$ cat src/rtl/ctrl_pipe_if.sv
// Control bundle between the decoder (master) and the ctrl_pipe pipeline registers (slave).
// Carries decoded ID-stage control in, and stage control, stall and stall count back out.
interface ctrl_pipe_if #(
    parameter int REG_ADDR_W = 5,
    parameter int ALU_OP_W   = 2,
    parameter int CNT_W      = 16
);
    logic                  id_valid;
    logic                  id_reg_write;
    logic                  id_alu_src;
    logic [ALU_OP_W-1:0]   id_alu_op;
    logic                  id_mem_read;
    logic                  id_mem_to_reg;
    logic [REG_ADDR_W-1:0] id_rs;
    logic [REG_ADDR_W-1:0] id_rt;
    logic [REG_ADDR_W-1:0] id_dst;
    logic                  flush;
    logic                  stall;
    logic                  ex_valid;
    logic                  ex_alu_src;
    logic [ALU_OP_W-1:0]   ex_alu_op;
    logic [REG_ADDR_W-1:0] ex_dst;
    logic                  mem_valid;
    logic                  mem_read;
    logic [REG_ADDR_W-1:0] mem_dst;
    logic                  wb_reg_write;
    logic                  wb_mem_to_reg;
    logic [REG_ADDR_W-1:0] wb_dst;
    logic [CNT_W-1:0]      stall_count;

    modport master (
        output id_valid, id_reg_write, id_alu_src, id_alu_op, id_mem_read, id_mem_to_reg,
        output id_rs, id_rt, id_dst, flush,
        input  stall, ex_valid, ex_alu_src, ex_alu_op, ex_dst,
        input  mem_valid, mem_read, mem_dst,
        input  wb_reg_write, wb_mem_to_reg, wb_dst, stall_count
    );

    modport slave (
        input  id_valid, id_reg_write, id_alu_src, id_alu_op, id_mem_read, id_mem_to_reg,
        input  id_rs, id_rt, id_dst, flush,
        output stall, ex_valid, ex_alu_src, ex_alu_op, ex_dst,
        output mem_valid, mem_read, mem_dst,
        output wb_reg_write, wb_mem_to_reg, wb_dst, stall_count
    );
endinterface

$ cat src/rtl/ctrl_pipe.sv
// ID->EX->MEM->WB control pipeline with load-use hazard detection, bubble insertion
// and a saturating stall counter.
module ctrl_pipe #(
    parameter int REG_ADDR_W = 5,
    parameter int ALU_OP_W   = 2,
    parameter int CNT_W      = 16
) (
    input  logic         clk,
    input  logic         rst_n,
    ctrl_pipe_if.slave   bus
);
    logic                  ex_valid_q, ex_valid_d;
    logic                  ex_reg_write_q, ex_reg_write_d;
    logic                  ex_alu_src_q, ex_alu_src_d;
    logic [ALU_OP_W-1:0]   ex_alu_op_q, ex_alu_op_d;
    logic                  ex_mem_read_q, ex_mem_read_d;
    logic                  ex_mem_to_reg_q, ex_mem_to_reg_d;
    logic [REG_ADDR_W-1:0] ex_dst_q, ex_dst_d;

    logic                  mem_valid_q, mem_valid_d;
    logic                  mem_reg_write_q, mem_reg_write_d;
    logic                  mem_read_q, mem_read_d;
    logic                  mem_to_reg_q, mem_to_reg_d;
    logic [REG_ADDR_W-1:0] mem_dst_q, mem_dst_d;

    logic                  wb_valid_q, wb_valid_d;
    logic                  wb_reg_write_q, wb_reg_write_d;
    logic                  wb_mem_to_reg_q, wb_mem_to_reg_d;
    logic [REG_ADDR_W-1:0] wb_dst_q, wb_dst_d;

    logic [CNT_W-1:0]      stall_count_q, stall_count_d;

    logic                  src_match;
    logic                  hazard;
    logic                  bubble;

    // A load in EX whose destination feeds a real source of the ID instruction must wait one cycle.
    always_comb begin
        src_match = (ex_dst_q == bus.id_rs) ||
                    ((ex_dst_q == bus.id_rt) && !bus.id_alu_src);
        hazard    = bus.id_valid && ex_valid_q && ex_mem_read_q &&
                    (ex_dst_q != '0) && !bus.flush && src_match;
        bubble    = hazard || bus.flush || !bus.id_valid;
    end

    always_comb begin
        ex_valid_d      = 1'b0;
        ex_reg_write_d  = 1'b0;
        ex_alu_src_d    = 1'b0;
        ex_alu_op_d     = '0;
        ex_mem_read_d   = 1'b0;
        ex_mem_to_reg_d = 1'b0;
        ex_dst_d        = '0;
        if (!bubble) begin
            ex_valid_d      = 1'b1;
            ex_reg_write_d  = bus.id_reg_write;
            ex_alu_src_d    = bus.id_alu_src;
            ex_alu_op_d     = bus.id_alu_op;
            ex_mem_read_d   = bus.id_mem_read;
            ex_mem_to_reg_d = bus.id_mem_to_reg;
            ex_dst_d        = bus.id_dst;
        end

        mem_valid_d     = ex_valid_q;
        mem_reg_write_d = ex_reg_write_q;
        mem_read_d      = ex_mem_read_q;
        mem_to_reg_d    = ex_mem_to_reg_q;
        mem_dst_d       = ex_dst_q;

        wb_valid_d      = mem_valid_q;
        wb_reg_write_d  = mem_reg_write_q;
        wb_mem_to_reg_d = mem_to_reg_q;
        wb_dst_d        = mem_dst_q;

        stall_count_d = stall_count_q;
        if (hazard && (stall_count_q != {CNT_W{1'b1}})) begin
            stall_count_d = stall_count_q + 1'b1;
        end
    end

    // Reset discards every in-flight instruction so nothing writes back after release.
    always_ff @(posedge clk or negedge rst_n) begin
        if (!rst_n) begin
            ex_valid_q      <= 1'b0;
            ex_reg_write_q  <= 1'b0;
            ex_alu_src_q    <= 1'b0;
            ex_alu_op_q     <= '0;
            ex_mem_read_q   <= 1'b0;
            ex_mem_to_reg_q <= 1'b0;
            ex_dst_q        <= '0;
            mem_valid_q     <= 1'b0;
            mem_reg_write_q <= 1'b0;
            mem_read_q      <= 1'b0;
            mem_to_reg_q    <= 1'b0;
            mem_dst_q       <= '0;
            wb_valid_q      <= 1'b0;
            wb_reg_write_q  <= 1'b0;
            wb_mem_to_reg_q <= 1'b0;
            wb_dst_q        <= '0;
            stall_count_q   <= '0;
        end else begin
            ex_valid_q      <= ex_valid_d;
            ex_reg_write_q  <= ex_reg_write_d;
            ex_alu_src_q    <= ex_alu_src_d;
            ex_alu_op_q     <= ex_alu_op_d;
            ex_mem_read_q   <= ex_mem_read_d;
            ex_mem_to_reg_q <= ex_mem_to_reg_d;
            ex_dst_q        <= ex_dst_d;
            mem_valid_q     <= mem_valid_d;
            mem_reg_write_q <= mem_reg_write_d;
            mem_read_q      <= mem_read_d;
            mem_to_reg_q    <= mem_to_reg_d;
            mem_dst_q       <= mem_dst_d;
            wb_valid_q      <= wb_valid_d;
            wb_reg_write_q  <= wb_reg_write_d;
            wb_mem_to_reg_q <= wb_mem_to_reg_d;
            wb_dst_q        <= wb_dst_d;
            stall_count_q   <= stall_count_d;
        end
    end

    // Register $zero is hard-wired, so a write to it is suppressed at WB.
    assign bus.stall         = hazard;
    assign bus.ex_valid      = ex_valid_q;
    assign bus.ex_alu_src    = ex_valid_q & ex_alu_src_q;
    assign bus.ex_alu_op     = ex_alu_op_q & {ALU_OP_W{ex_valid_q}};
    assign bus.ex_dst        = ex_dst_q;
    assign bus.mem_valid     = mem_valid_q;
    assign bus.mem_read      = mem_valid_q & mem_read_q;
    assign bus.mem_dst       = mem_dst_q;
    assign bus.wb_reg_write  = wb_valid_q & wb_reg_write_q & (wb_dst_q != '0);
    assign bus.wb_mem_to_reg = wb_valid_q & wb_mem_to_reg_q;
    assign bus.wb_dst        = wb_dst_q;
    assign bus.stall_count   = stall_count_q;
endmodule

$ cat src/flat_wrapper.sv
// flat-port wrapper written by rule: the top's interface ports become plain ports
module ctrl_pipe_flat 
#(
    parameter int REG_ADDR_W = 5,
    parameter int ALU_OP_W   = 2,
    parameter int CNT_W      = 16
)
  (clk, rst_n, bus_id_valid, bus_id_reg_write, bus_id_alu_src, bus_id_alu_op, bus_id_mem_read, bus_id_mem_to_reg, bus_id_rs, bus_id_rt, bus_id_dst, bus_flush, bus_stall, bus_ex_valid, bus_ex_alu_src, bus_ex_alu_op, bus_ex_dst, bus_mem_valid, bus_mem_read, bus_mem_dst, bus_wb_reg_write, bus_wb_mem_to_reg, bus_wb_dst, bus_stall_count);
  ctrl_pipe_if #(.REG_ADDR_W(REG_ADDR_W), .ALU_OP_W(ALU_OP_W), .CNT_W(CNT_W)) bus_i ();
  input  logic clk;
  input  logic rst_n;
  input wire logic [$bits(bus_i.id_valid)-1:0] bus_id_valid;
  input wire logic [$bits(bus_i.id_reg_write)-1:0] bus_id_reg_write;
  input wire logic [$bits(bus_i.id_alu_src)-1:0] bus_id_alu_src;
  input wire logic [$bits(bus_i.id_alu_op)-1:0] bus_id_alu_op;
  input wire logic [$bits(bus_i.id_mem_read)-1:0] bus_id_mem_read;
  input wire logic [$bits(bus_i.id_mem_to_reg)-1:0] bus_id_mem_to_reg;
  input wire logic [$bits(bus_i.id_rs)-1:0] bus_id_rs;
  input wire logic [$bits(bus_i.id_rt)-1:0] bus_id_rt;
  input wire logic [$bits(bus_i.id_dst)-1:0] bus_id_dst;
  input wire logic [$bits(bus_i.flush)-1:0] bus_flush;
  output wire logic [$bits(bus_i.stall)-1:0] bus_stall;
  output wire logic [$bits(bus_i.ex_valid)-1:0] bus_ex_valid;
  output wire logic [$bits(bus_i.ex_alu_src)-1:0] bus_ex_alu_src;
  output wire logic [$bits(bus_i.ex_alu_op)-1:0] bus_ex_alu_op;
  output wire logic [$bits(bus_i.ex_dst)-1:0] bus_ex_dst;
  output wire logic [$bits(bus_i.mem_valid)-1:0] bus_mem_valid;
  output wire logic [$bits(bus_i.mem_read)-1:0] bus_mem_read;
  output wire logic [$bits(bus_i.mem_dst)-1:0] bus_mem_dst;
  output wire logic [$bits(bus_i.wb_reg_write)-1:0] bus_wb_reg_write;
  output wire logic [$bits(bus_i.wb_mem_to_reg)-1:0] bus_wb_mem_to_reg;
  output wire logic [$bits(bus_i.wb_dst)-1:0] bus_wb_dst;
  output wire logic [$bits(bus_i.stall_count)-1:0] bus_stall_count;
  assign bus_i.id_valid = bus_id_valid;
  assign bus_i.id_reg_write = bus_id_reg_write;
  assign bus_i.id_alu_src = bus_id_alu_src;
  assign bus_i.id_alu_op = bus_id_alu_op;
  assign bus_i.id_mem_read = bus_id_mem_read;
  assign bus_i.id_mem_to_reg = bus_id_mem_to_reg;
  assign bus_i.id_rs = bus_id_rs;
  assign bus_i.id_rt = bus_id_rt;
  assign bus_i.id_dst = bus_id_dst;
  assign bus_i.flush = bus_flush;
  assign bus_stall = bus_i.stall;
  assign bus_ex_valid = bus_i.ex_valid;
  assign bus_ex_alu_src = bus_i.ex_alu_src;
  assign bus_ex_alu_op = bus_i.ex_alu_op;
  assign bus_ex_dst = bus_i.ex_dst;
  assign bus_mem_valid = bus_i.mem_valid;
  assign bus_mem_read = bus_i.mem_read;
  assign bus_mem_dst = bus_i.mem_dst;
  assign bus_wb_reg_write = bus_i.wb_reg_write;
  assign bus_wb_mem_to_reg = bus_i.wb_mem_to_reg;
  assign bus_wb_dst = bus_i.wb_dst;
  assign bus_stall_count = bus_i.stall_count;
  ctrl_pipe #(.REG_ADDR_W(REG_ADDR_W), .ALU_OP_W(ALU_OP_W), .CNT_W(CNT_W)) u_core (.clk(clk), .rst_n(rst_n), .bus(bus_i));
endmodule
$ cat config.mk
export PLATFORM = sky130hd
export DESIGN_NAME = ctrl_pipe_flat
export DESIGN_NICKNAME = d
export VERILOG_FILES = /design/src/rtl/ctrl_pipe_if.sv /design/src/rtl/ctrl_pipe.sv /design/src/flat_wrapper.sv
export SDC_FILE = /design/constraint.sdc
export NUM_CORES = 1
export LEC_CHECK = 0
export ABC_AREA = 1
export BUFFER_PORTS_ARGS = -buffer_cell sky130_fd_sc_hd__buf_4
export CAP_MARGIN = 20
export CORE_AREA = 5 5 100 102
export DETAILED_ROUTE_END_ITERATION = 12
export DIE_AREA = 0 0 105 107
export SLEW_MARGIN = 15
export SYNTH_ARGS = -nofsm -noshare
export SYNTH_HDL_FRONTEND = slang
export SYNTH_SLANG_ARGS = --single-unit
export TNS_END_PERCENT = 5
$ cat constraint.sdc
create_clock -name clk -period 2.02 [get_ports clk]
set_input_delay 0.202 -clock clk [delete_from_list [all_inputs] [get_ports clk]]
set_output_delay 0.202 -clock clk [all_outputs]
set_load 0.02 [all_outputs]
* Yosys cells after proc, flatten, opt, wreduce, memory -nomap -nowiden
Cells that the tools add are included.
** Storage, ports and cells
- Register bits after elaboration :: 45
- Output and inout port bits :: 40
** Operators by class
- Add/sub/neg operators :: 1
- Equal/unequal tests :: 3
- Multiplexer cells :: 7
- Bitwise gates (word level) :: 6
- Reduce and logical (&&, ||, !) cells :: 15
** Operators by type and width (count)
- 16-bit by 1-bit adder with 16-bit output, second input constant :: 1
- 16-bit != test, second input constant :: 1
- 5-bit equality test :: 2
- 5-bit nonzero test :: 2
- 1-bit logical AND :: 7
- 1-bit AND :: 5
- 1-bit two-way mux :: 5
- 5-bit two-way mux :: 1
- 1-bit logical NOT :: 3
- 1-bit logical OR :: 3
- 2-bit AND :: 1
- 2-bit two-way mux :: 1

* Logic depth before layout (Yosys ltp)
Gate-level depths: netlist (run 1).
- Depth after elaboration :: 8
- Depth in mapped cells :: 10

* Least setup slack after synthesis (run 1)
Ideal clock, no wire load.
- Path type :: reg2reg
- Start point :: register u_core.stall_count_q[0], in the netlist u_core.bus.stall_count[0]
- End point :: register u_core.stall_count_q[12], in the netlist u_core.bus.stall_count[12]
- Setup time :: 118 ps
- Data arrival time :: 1457 ps
- Data required time :: 1902 ps
- Path slack :: 445 ps
- Stages on the path, launching flop included :: 9
- Path through :: dfrtp_1 > ha_1 > nand3_2 > clkinv_1 > nand4_4 > nand3_4 > buf_6 > nand2_1 > nand2_1
** Between the ends
- Cells in the longest elaborated chain, start to end :: 2
- Elaborated cells between the ends (all ways) :: 3
- Those cells by class :: add/sub: 1; eq/ne: 1; reduce/logical: 1
** RTL lines
- start, declared :: RTL line ctrl_pipe.sv:31 : logic [CNT_W-1:0] stall_count_q, stall_count_d;
- start signal, assigned :: RTL line ctrl_pipe.sv:118 : stall_count_q <= stall_count_d;
- branches (longest 2 deep; another with 16-bit by 1-bit adder with 16-bit output)
Several ways; the timed one is not identified.
A chain may end at the register's enable or synchronous reset.

* Worst setup path after layout (run 1)
- Start point :: register u_core.ex_dst_q[4], in the netlist u_core.bus.ex_dst[4]
- End point :: output port bus_stall
** Between the ends
- Cells in the longest elaborated chain, start to end :: 4
- Elaborated cells between the ends (all ways) :: 8
- Those cells by class :: eq/ne: 2; reduce/logical: 6
** RTL lines
- start, declared :: RTL line ctrl_pipe.sv:18 : logic [REG_ADDR_W-1:0] ex_dst_q, ex_dst_d;
- start signal, assigned :: RTL line ctrl_pipe.sv:108 : ex_dst_q <= ex_dst_d;
- 5-bit equality test or 5-bit nonzero test (tied branches) :: RTL line ctrl_pipe.sv:40, ctrl_pipe.sv:42
- 1-bit logical AND, on equally long branches :: RTL line ctrl_pipe.sv:40, ctrl_pipe.sv:41
- 1-bit logical OR or 1-bit logical AND (tied branches) :: RTL line ctrl_pipe.sv:39, ctrl_pipe.sv:42
- 1-bit logical AND (*) :: RTL line ctrl_pipe.sv:42 : (ex_dst_q != '0) && !bus.flush && src_match;
- end, declared :: RTL line flat_wrapper.sv:22 : output wire logic [$bits(bus_i.stall)-1:0] bus_stall;
Mark *: on every way between the ends. The rest lies on a longest branch, timed or not.

==> impl_metrics.env, run 1 <==
export IMPL_async_flop_share_pct=100.0
export IMPL_synth_ff_type="dfrtp_1"
export IMPL_min_path_type="primary input to register"
export IMPL_post_synth_cell_area_avg_um2=8.017
export IMPL_clockBufferDepth=2
export IMPL_synth_compound_area_share_pct=0.2270
export IMPL_grt_max_degree=46
export IMPL_hold_viol_final=0
export IMPL_cp_arrival_ns=1.62
export IMPL_place_area_um2=2799
export IMPL_grt_pass1_wl_um=9315
export IMPL_power_density_nw_per_um2=618.2
export IMPL_viasPerCell=4.293
export IMPL_die_y_um=107
export IMPL_fill_cells=966
export IMPL_ir_worst_vdd_v=0.0002257
export IMPL_worstMarginPinSlew_ns=0.5802
export IMPL_criticalPathCategory="register to output port"
export IMPL_final_util_pct=32.54
export IMPL_fin_total_pwr_mw=1.815
export IMPL_rsz0062_at_grt="false"
export IMPL_synth_edf_count=0
export IMPL_synthTopCellsByArea="dfrtp_1 51%, nand2_1 17%, inv_1 7.2%"
export IMPL_synth_top_area_share_pct=51.08
export IMPL_clk_latency_ns=0.30
export IMPL_cp_slowest_cell="dfrtp_1"
export IMPL_gp_congestion=0.8598
export IMPL_fin_worst_skew_ns=0.005289
export IMPL_yosys_area_top_type="dfrtp_1"
export IMPL_drv_slew=0
export IMPL_drtAntennaViolNets=0
export IMPL_final_area_um2=2935
export IMPL_area_delta_synth_final_pct=33.14
export IMPL_synthDistinctLibCells=24
export IMPL_multiInputGateArea_um2=869.6
export IMPL_dpl_hpwl_um=4342
export IMPL_layout_min_cycle_time_ns=1.821
export IMPL_synth_top_family_by_area="simple AND/OR/NAND/NOR gates"
export IMPL_cp_max_fo=6
export IMPL_cpPeakStageDelay_ns=0.48
export IMPL_max_slew_margin_rel_pct=61.32
export IMPL_die_x_um=105
export IMPL_num_rows=35
export IMPL_die_area_um2=11240
export IMPL_cpLargestDelayFamily="simple AND/OR/NAND/NOR gates"
export IMPL_drtPass1Iterations=4
export IMPL_yosys_area_share_simple_pct=35.47
export IMPL_crit_path_start_kind="register"
export IMPL_drc_errors=0
export IMPL_path_clk_slew_ns=0.09
export IMPL_h_tree_depth=2
export IMPL_synth_area_um2=2205
export IMPL_cts_sinks=45
export IMPL_synth_xor_area_share_pct=3.178
export IMPL_portBuffers=64
export IMPL_p_leak_nw=1.658
export IMPL_coreArea_um2=9021
export IMPL_reg2reg_from="u_core.bus.stall_count[0]"
export IMPL_required_ns=1.82
export IMPL_synthAdderAreaFrac_pct=0.5675
export IMPL_grt_remaining_overflow=0
export IMPL_setup_tns_ns=0
export IMPL_critPathMostFrequentCell="nand2_1"
export IMPL_n_antenna_cell=0
export IMPL_maxCapViolations=0
export IMPL_end_kind="output port"
export IMPL_drt_initial_drc_count=94
export IMPL_muxShareOfSynthArea_pct=0
export IMPL_critical_path_buf_inv_count=3
export IMPL_cp_num_cells=9
export IMPL_ys_ff_latch=45
export IMPL_grt_pass1_vias=1910
export IMPL_yosysMostFrequentCell="nand2_1"
export IMPL_tritoncts="done"
export IMPL_setup_violations=0
export IMPL_cts_repair_resized=0
export IMPL_drive_gt1_share_pct=24.57
export IMPL_antenna_found_initial=0
export IMPL_seq_area_frac_synth_pct=51.08
export IMPL_r2r_end="u_core.bus.stall_count[10]"
export IMPL_initial_core_util_pct=24.44
export IMPL_yosys_top_cells_count="98 x nand2_1, 45 x dfrtp_1, 42 x inv_1, 28 x nor2_1, 22 x nand4_1"
export IMPL_grtUsageTotal_pct=10.17
export IMPL_rrSetupSlack_ns=0.31
export IMPL_wl_per_cell_um=12.35
export IMPL_wl_um=5642
export IMPL_io_pins=65
export IMPL_dr_total_vias=1962
export IMPL_crit_chain="inv_2 > nand2_1 > nand2_1 > nor2_1 > nand3_1 > nand2_4 > nand2_1 > inv_1 > buf_4"
export IMPL_worstSetupStartpoint="u_core.bus.ex_dst[4]"
export IMPL_period_share_pct=90.15
export IMPL_reg2reg_depth=7
export IMPL_cts_buffers=5
export IMPL_outcome="finished, final reports clean"
export IMPL_worst_setup_path_endpoint="bus_stall"
export IMPL_cts_root_buffer="clkbuf_8"
export IMPL_nNetsFinal=371
export IMPL_ff_latch_area_um2=1126
export IMPL_fmax_mhz=549.2
export IMPL_ys_warnings_count=0
export IMPL_synthCells=275
export IMPL_synth_fp_nets=301
[final cells by class]
type	count	area share [%]
flip-flops and latches	45	38.36
inverters	45	5.754
repair buffers	68	17.48
well taps	111	4.731
multi-input cells	180	29.62
clock inverters	3	1.705
clock buffers	5	2.344
[what timing repair did]
action | in CTS | in global routing
hold buffers | 1 | 0
endpoints found under the hold margin | 45 | 0
endpoints found under the setup margin | 0 | 1
buffers inserted | 0 | 1
[stage by stage]
step	hold slack, ns	std cells	worst slack (ns)
after global placement	0.2340	447	0.3205
after detailed placement	0.2457	447	0.2817
after CTS	0.09670	456	0.05768
after floorplan	-0.09359	275	0.4453
after global routing	0.09281	457	0.06494
final	0.1077	457	0.1990
[worst min-delay path by stage]
stage / from / endpoint / slack (ns) / depth (start not counted)
final: bus_id_dst[4] / u_core.bus.ex_dst[4] / 0.11 / 3
after global routing: bus_id_dst[4] / u_core.bus.ex_dst[4] / 0.09 / 3
after CTS: bus_id_dst[4] / u_core.bus.ex_dst[4] / 0.1 / 3
after detailed placement: rst_n / u_core.bus.stall_count[15] / 0.25 / 1
after global placement: rst_n / u_core.bus.stall_count[15] / 0.23 / 1
after floorplan: rst_n / u_core.bus.ex_dst[0] / -0.09 / 0
[registers in the layout, summed over array words and instances (netlist names), 2 cells and up]
signal,flops
u_core.bus.wb_dst,5
u_core.bus.mem_dst,5
u_core.ex_alu_op_q,2
u_core.bus.ex_dst,5
u_core.bus.stall_count,16
[report_power, final]
part	internal, mW	leakage (nW)	total [mW]	switching (mW)
logic	0.0706	0.986	0.160	0.0894
registers	0.923	0.612	0.940	0.0169
clock network	0.379	0.0603	0.715	0.336
[cells by family after synthesis]
| family | after synthesis |
|---|---|
| simple gates | 170 |
| compound gates | 1 |
| buf+inv | 50 |
| flops | 45 |
| fa+ha+maj | 1 |
| xor+xnor | 8 |
[metal layers]
layer	vias to the layer above	routed length, um	GRT usage (%)
met5	-	0	0
met4	0	104	4.018
met3	9	250	2.709
met2	40	2900	17.58
met1	925	2386	11.97
li1	988	-	-
[placed cells by master (no fill, tap or decap), drive strengths merged]
master / count
ha: 1
nand4: 23
nand3b: 1
xnor2: 5
nor2: 31
xor2: 3
o21ai: 1
nor3: 4
nand3: 12
bufinv: 1
inv: 45
clkbuf: 5
nand2: 99
dlygate4sd3: 1
clkinv: 2
dfrtp: 45
buf: 67
[tightest hold or removal path: stages]
cell and delay, ns:
buf_4 0.11, inv_1 0.04, nor2_1 0.03
Power figures use the tool's default switching activity.
==> inputs of run 2 (changes only) <==
--- a/config.mk
+++ b/config.mk
@@ -11,6 +11,7 @@
 export CORE_AREA = 5 5 100 102
 export DETAILED_ROUTE_END_ITERATION = 12
 export DIE_AREA = 0 0 105 107
+export SETUP_SLACK_MARGIN = 0.5
 export SLEW_MARGIN = 15
 export SYNTH_ARGS = -nofsm -noshare
 export SYNTH_HDL_FRONTEND = slang
==> impl_metrics.env, run 2 (same netlist as run 1, synthesis figures left out) <==
export IMPL_die_x_um=105
export IMPL_criticalPathCategory="register to output port"
export IMPL_setup_slack_ns=0.3517
export IMPL_cpPeakStageDelay_ns=0.43
export IMPL_cts_root_buffer="clkbuf_8"
export IMPL_crit_path_start_kind="register"
export IMPL_max_slew_margin_rel_pct=62.26
export IMPL_mostFrequentLayoutCell="nand2_1"
export IMPL_sw_frac_of_total_pct=24.25
export IMPL_drt_initial_drc_count=95
export IMPL_p_int_mw=1.380
export IMPL_drc_errors=0
export IMPL_num_rows=35
export IMPL_min_path_type="primary input to register"
export IMPL_clkPwrFrac_pct=38.7
export IMPL_place_ws_ns=0.2986
export IMPL_h_tree_depth=2
export IMPL_layout_min_cycle_time_ns=1.668
export IMPL_setup_violations=0
export IMPL_rrSetupSlack_ns=0.42
export IMPL_area_delta_synth_final_pct=38.20
export IMPL_final_cells=466
export IMPL_rsz0062_at_grt="true"
export IMPL_largest_reg_flops=16
export IMPL_p_sw_uw=441.9
export IMPL_io_pins=65
export IMPL_gp_congestion=0.8308
export IMPL_placedCellCount=446
export IMPL_drive_gt1_share_pct=30.70
export IMPL_setup_tns_ns=0
export IMPL_fill_cells=955
export IMPL_grtUsageTotal_pct=10.50
export IMPL_wl_um=5750
export IMPL_fin_worst_skew_ns=0.009318
export IMPL_dr_total_vias=1987
export IMPL_coreArea_um2=9021
export IMPL_critical_path_buf_inv_count=3
export IMPL_outcome="finished, final reports clean"
export IMPL_antenna_found_initial=0
export IMPL_multiInputGateArea_um2=909.6
export IMPL_fmax_mhz=599.4
export IMPL_cp_max_fo=4
export IMPL_final_cell_mix="96 x nand2_1, 74 x buf_4, 41 x dfrtp_1, 38 x inv_1, 25 x nor2_1"
export IMPL_maxCapViolations=0
export IMPL_drtPass1Iterations=4
export IMPL_cts_sinks=45
export IMPL_cts_buffers=5
export IMPL_crit_chain="inv_2 > nand2_1 > nand2_2 > nor2_4 > nand3_2 > nand2_4 > nand2_2 > inv_2 > buf_6"
export IMPL_grt_remaining_overflow=0
export IMPL_power_density_nw_per_um2=598.0
export IMPL_die_area_um2=11240
export IMPL_comb_power_share_pct=9.7
export IMPL_final_util_pct=33.77
export IMPL_p_seq_share_pct=51.6
export IMPL_worstMarginPinSlew_ns=0.5661
export IMPL_holdWs_ns=0.1069
export IMPL_drv_slew=0
export IMPL_portBuffers=64
export IMPL_grt_pass1_vias=2003
export IMPL_initial_core_util_pct=24.44
export IMPL_grt_max_degree=46
export IMPL_clockBufferDepth=2
export IMPL_ff_latch_area_um2=1131
export IMPL_tritoncts="done"
export IMPL_die_y_um=107
export IMPL_n_antenna_cell=0
export IMPL_required_ns=1.82
export IMPL_ir_worst_vdd_v=0.0003364
export IMPL_viasPerCell=4.264
export IMPL_cp_arrival_ns=1.47
export IMPL_grt_pass1_wl_um=9660
export IMPL_drtAntennaViolNets=0
export IMPL_wl_per_cell_um=12.34
export IMPL_clk_latency_ns=0.30
export IMPL_hold_viol_final=0
export IMPL_cp_slowest_cell="dfrtp_1"
export IMPL_end_kind="output port"
export IMPL_cpLargestDelayFamily="simple AND/OR/NAND/NOR gates"
export IMPL_p_leak_nw=1.694
export IMPL_path_clk_slew_ns=0.09
export IMPL_period_share_pct=82.59
export IMPL_dpl_hpwl_um=4347
export IMPL_nNetsFinal=380
-- run 2: per-layer routing --
layer / vias to the layer above / global-route usage [%] / part of all wire (%)
met5: - / 0 / 0
met4: 0 / 5.023 / 3.3
met3: 13 / 2.107 / 4.8
met2: 49 / 18.30 / 50
met1: 913 / 12.31 / 42
li1: 1012 / - / -
-- run 2: power by group through the flow --
stage	registers (mW)	logic [mW]	clock network [mW]
detailed placement	0.959	0.160	0
CTS	0.940	0.170	0.737
global route	0.943	0.198	0.756
finish	0.940	0.177	0.705
floorplan	0.972	0.0511	0
global placement	0.958	0.159	0
-- run 2: worst paths after layout --
kind	cells past startpoint	startpoint	to
worst min register to register	0	u_core.mem_reg_write_q	u_core.wb_reg_write_q
min in group asynchronous	2	rst_n	u_core.bus.stall_count[14]
worst max register to register	10	u_core.bus.ex_dst[1]	u_core.bus.stall_count[15]
worst min-delay path	3	bus_id_alu_op[0]	u_core.ex_alu_op_q[0]
max in group asynchronous	2	rst_n	u_core.bus.ex_dst[3]
worst max-delay path	9	u_core.bus.ex_dst[1]	bus_stall
-- run 2: what timing repair did --
item / 4_1_cts / 5_1_grt
hold buffers: 1 / 0
endpoints found under the hold margin: 45 / 0
gates cloned: 0 / 1
setup endpoints to repair: 29 / 29
gates resized for setup: 7 / 9
setup buffers: 7 / 3
pin swaps: 2 / 4
-- run 2: final cells by class --
type                            instances  area share [%]
Clock buffer                            5           2.259
Clock inverter                          3           1.602
Inverter                               45           5.667
Multi-Input combinational cell        181           29.86
Sequential cell                        45           37.13
Tap cell                              111           4.559
Timing Repair Buffer                   76           18.93
-- run 2: worst register-to-register path, cell delays in order (launching register included) --
cell	delay, ns
dfrtp_1	0.43
inv_2	0.07
nand2_1	0.07
nand2_2	0.07
nor2_4	0.12
nand3_2	0.09
nand2_4	0.08
buf_4	0.24
nand3_4	0.17
nand2_1	0.09
nand2_1	0.05
-- run 2: through the flow --
stage          power [mW]  area [um2]
6_report            1.822        3047
5_1_grt             1.897        3047
4_1_cts             1.847        2987
3_5_place_dp        1.119        2795
3_3_place_gp        1.117        2795
2_1_floorplan       1.023        2208
==> inputs of run 3 (changes only) <==
==> constraint.sdc (replaced) <==
create_clock -name clk -period 1.5 [get_ports clk]
set_input_delay 0.15 -clock clk [delete_from_list [all_inputs] [get_ports clk]]
set_output_delay 0.15 -clock clk [all_outputs]
set_load 0.02 [all_outputs]
==> impl_metrics.env, run 3 (same netlist as run 1, synthesis figures left out) <==
export IMPL_initial_core_util_pct=24.44
export IMPL_fin_worst_skew_ns=0.009088
export IMPL_clockBufferDepth=2
export IMPL_violations="negative setup slack"
export IMPL_drc_errors=0
export IMPL_criticalPathCategory="register to output port"
export IMPL_wl_per_cell_um=12.90
export IMPL_wl_um=6310
export IMPL_cts_sinks=45
export IMPL_hp_start="bus_id_dst[1]"
export IMPL_cts_buffers=5
export IMPL_io_pins=65
export IMPL_grt_remaining_overflow=0
export IMPL_gp_congestion=0.8567
export IMPL_final_cell_mix="89 x nand2_1, 55 x buf_6, 42 x buf_4, 34 x inv_1, 31 x dfrtp_1"
export IMPL_clk_latency_ns=0.30
export IMPL_reg2reg_depth=9
export IMPL_fill_cells=913
export IMPL_period_share_pct=106.3
export IMPL_drtAntennaViolNets=0
export IMPL_cp_arrival_ns=1.44
export IMPL_drv_slew=0
export IMPL_rsz0062_at_grt="true"
export IMPL_die_area_um2=11240
export IMPL_viasPerCell=4.387
export IMPL_cp_max_fo=5
export IMPL_power_density_nw_per_um2=718.2
export IMPL_path_clk_slew_ns=0.10
export IMPL_h_tree_depth=2
export IMPL_setup_slack_ns=-0.09459
export IMPL_dpl_hpwl_um=4744
export IMPL_hold_viol_final=0
export IMPL_crit_path_start_kind="register"
export IMPL_rrSetupSlack_ns=-0.04
export IMPL_reg2reg_from="u_core.bus.ex_dst[0]"
export IMPL_maxCapViolations=0
export IMPL_die_y_um=107
export IMPL_worstMarginPinSlew_ns=0.5786
export IMPL_setup_tns_ns=-0.5909
export IMPL_cts_root_buffer="clkbuf_8"
export IMPL_multiInputGateArea_um2=957.2
export IMPL_grt_pass1_vias=2152
export IMPL_antenna_found_initial=0
export IMPL_final_area_um2=3500
export IMPL_portBuffers=64
export IMPL_grtUsageTotal_pct=11.20
export IMPL_p_leak_nw=1.853
export IMPL_die_x_um=105
export IMPL_ff_latch_area_um2=1144
export IMPL_grt_max_degree=46
export IMPL_nNetsFinal=403
export IMPL_mostFrequentLayoutCell="nand2_1"
export IMPL_hold_end="u_core.bus.ex_dst[1]"
export IMPL_required_ns=1.35
export IMPL_drive_gt1_share_pct=41.27
export IMPL_place_area_um2=3037
export IMPL_max_slew_margin_rel_pct=61.43
export IMPL_layout_min_cycle_time_ns=1.595
export IMPL_end_kind="output port"
export IMPL_outcome="complete, but fails checks"
export IMPL_dr_total_vias=2145
export IMPL_drtPass1Iterations=4
export IMPL_fin_total_pwr_mw=2.514
export IMPL_worstHoldPathCells=3
export IMPL_num_rows=35
export IMPL_ir_worst_vdd_v=0.0003135
export IMPL_grt_pass1_wl_um=10320
export IMPL_setup_violations=17
export IMPL_n_antenna_cell=0
export IMPL_placedCellCount=471
export IMPL_area_delta_synth_final_pct=58.74
export IMPL_fmax_mhz=627.1
export IMPL_tritoncts="done"
export IMPL_coreArea_um2=9021
export IMPL_final_cells=489
export IMPL_drt_initial_drc_count=72
export IMPL_r2r_end="u_core.bus.stall_count[8]"
export IMPL_min_path_type="primary input to register"
export IMPL_largest_reg_flops=16
## run 3: cell count changes in the layout (fill, tap and decap cells not counted), moves of 4 or more
| cell | change |
|---|---|
| inv_1 | -4 |
| inv_2 | +4 |
| dfrtp_2 | +10 |
| dfrtp_1 | -10 |
| buf_6 | +54 |
| nand2_2 | +6 |
| nand2_1 | -7 |
| buf_4 | -32 |
## run 3: per-stage QoR
step | hold WS [ns] | worst slack [ns] | util, %
2_1_floorplan | -0.1456 | 0.1085 | -
3_3_place_gp | 0.1915 | 0.01820 | 33.66
3_5_place_dp | 0.1901 | -0.02038 | 33.66
4_1_cts | 0.04399 | -0.09844 | 38.03
5_1_grt | 0.03969 | -0.1795 | 38.79
6_report | 0.05202 | -0.09459 | 38.79
## run 3: worst max path at each step
stage / start / to / depth (start not counted)
after global routing: u_core.bus.ex_dst[3] / bus_stall / 9
after floorplan: u_core.bus.stall_count[0] / u_core.bus.stall_count[3] / 8
after global placement: u_core.bus.ex_dst[1] / u_core.bus.stall_count[1] / 9
final: u_core.bus.ex_dst[0] / bus_stall / 8
after detailed placement: u_core.bus.ex_dst[1] / u_core.bus.stall_count[15] / 9
after CTS: u_core.bus.ex_dst[4] / bus_stall / 8
## run 3: cell type report
type,count,share of cell area (%)
sequential,45,32.68
timing repair buffer,99,27.57
multi-input combinational,181,27.35
inverter,45,5.113
tap,111,3.969
clock buffer,5,1.966
clock inverter,3,1.359
## run 3: timing repair
action                                  in CTS  in global routing
setup buffers                                6                  2
pin swaps                                   13                 12
endpoints found under the setup margin      68                 68
hold buffers                                 1                  0
resized for setup                           68                 13
endpoints found under the hold margin       45                  0
cloned                                       0                  1
## run 3: layer usage
layer	GRT usage, %	up-vias	share of wire, %
met5	0	-	0
met4	4.384	0	2.6
met3	2.167	11	4.5
met2	19.15	54	50
met1	13.86	1022	43
li1	-	1058	-
## run 3: where the power goes
group / switching, mW / total [mW] / internal (mW)
clock: 0.461 / 0.970 / 0.509
combinational: 0.139 / 0.273 / 0.134
sequential: 0.0262 / 1.27 / 1.24
## run 3: worst max-delay path, cell delays in order, from the launching register on
cell and delay (ns):
dfrtp_2 0.46, nand2_1 0.08, nand2_1 0.05, nor2_1 0.11, nand3_1 0.13, nand2_4 0.11, nand2_4 0.05, inv_2 0.06
buf_6 0.11
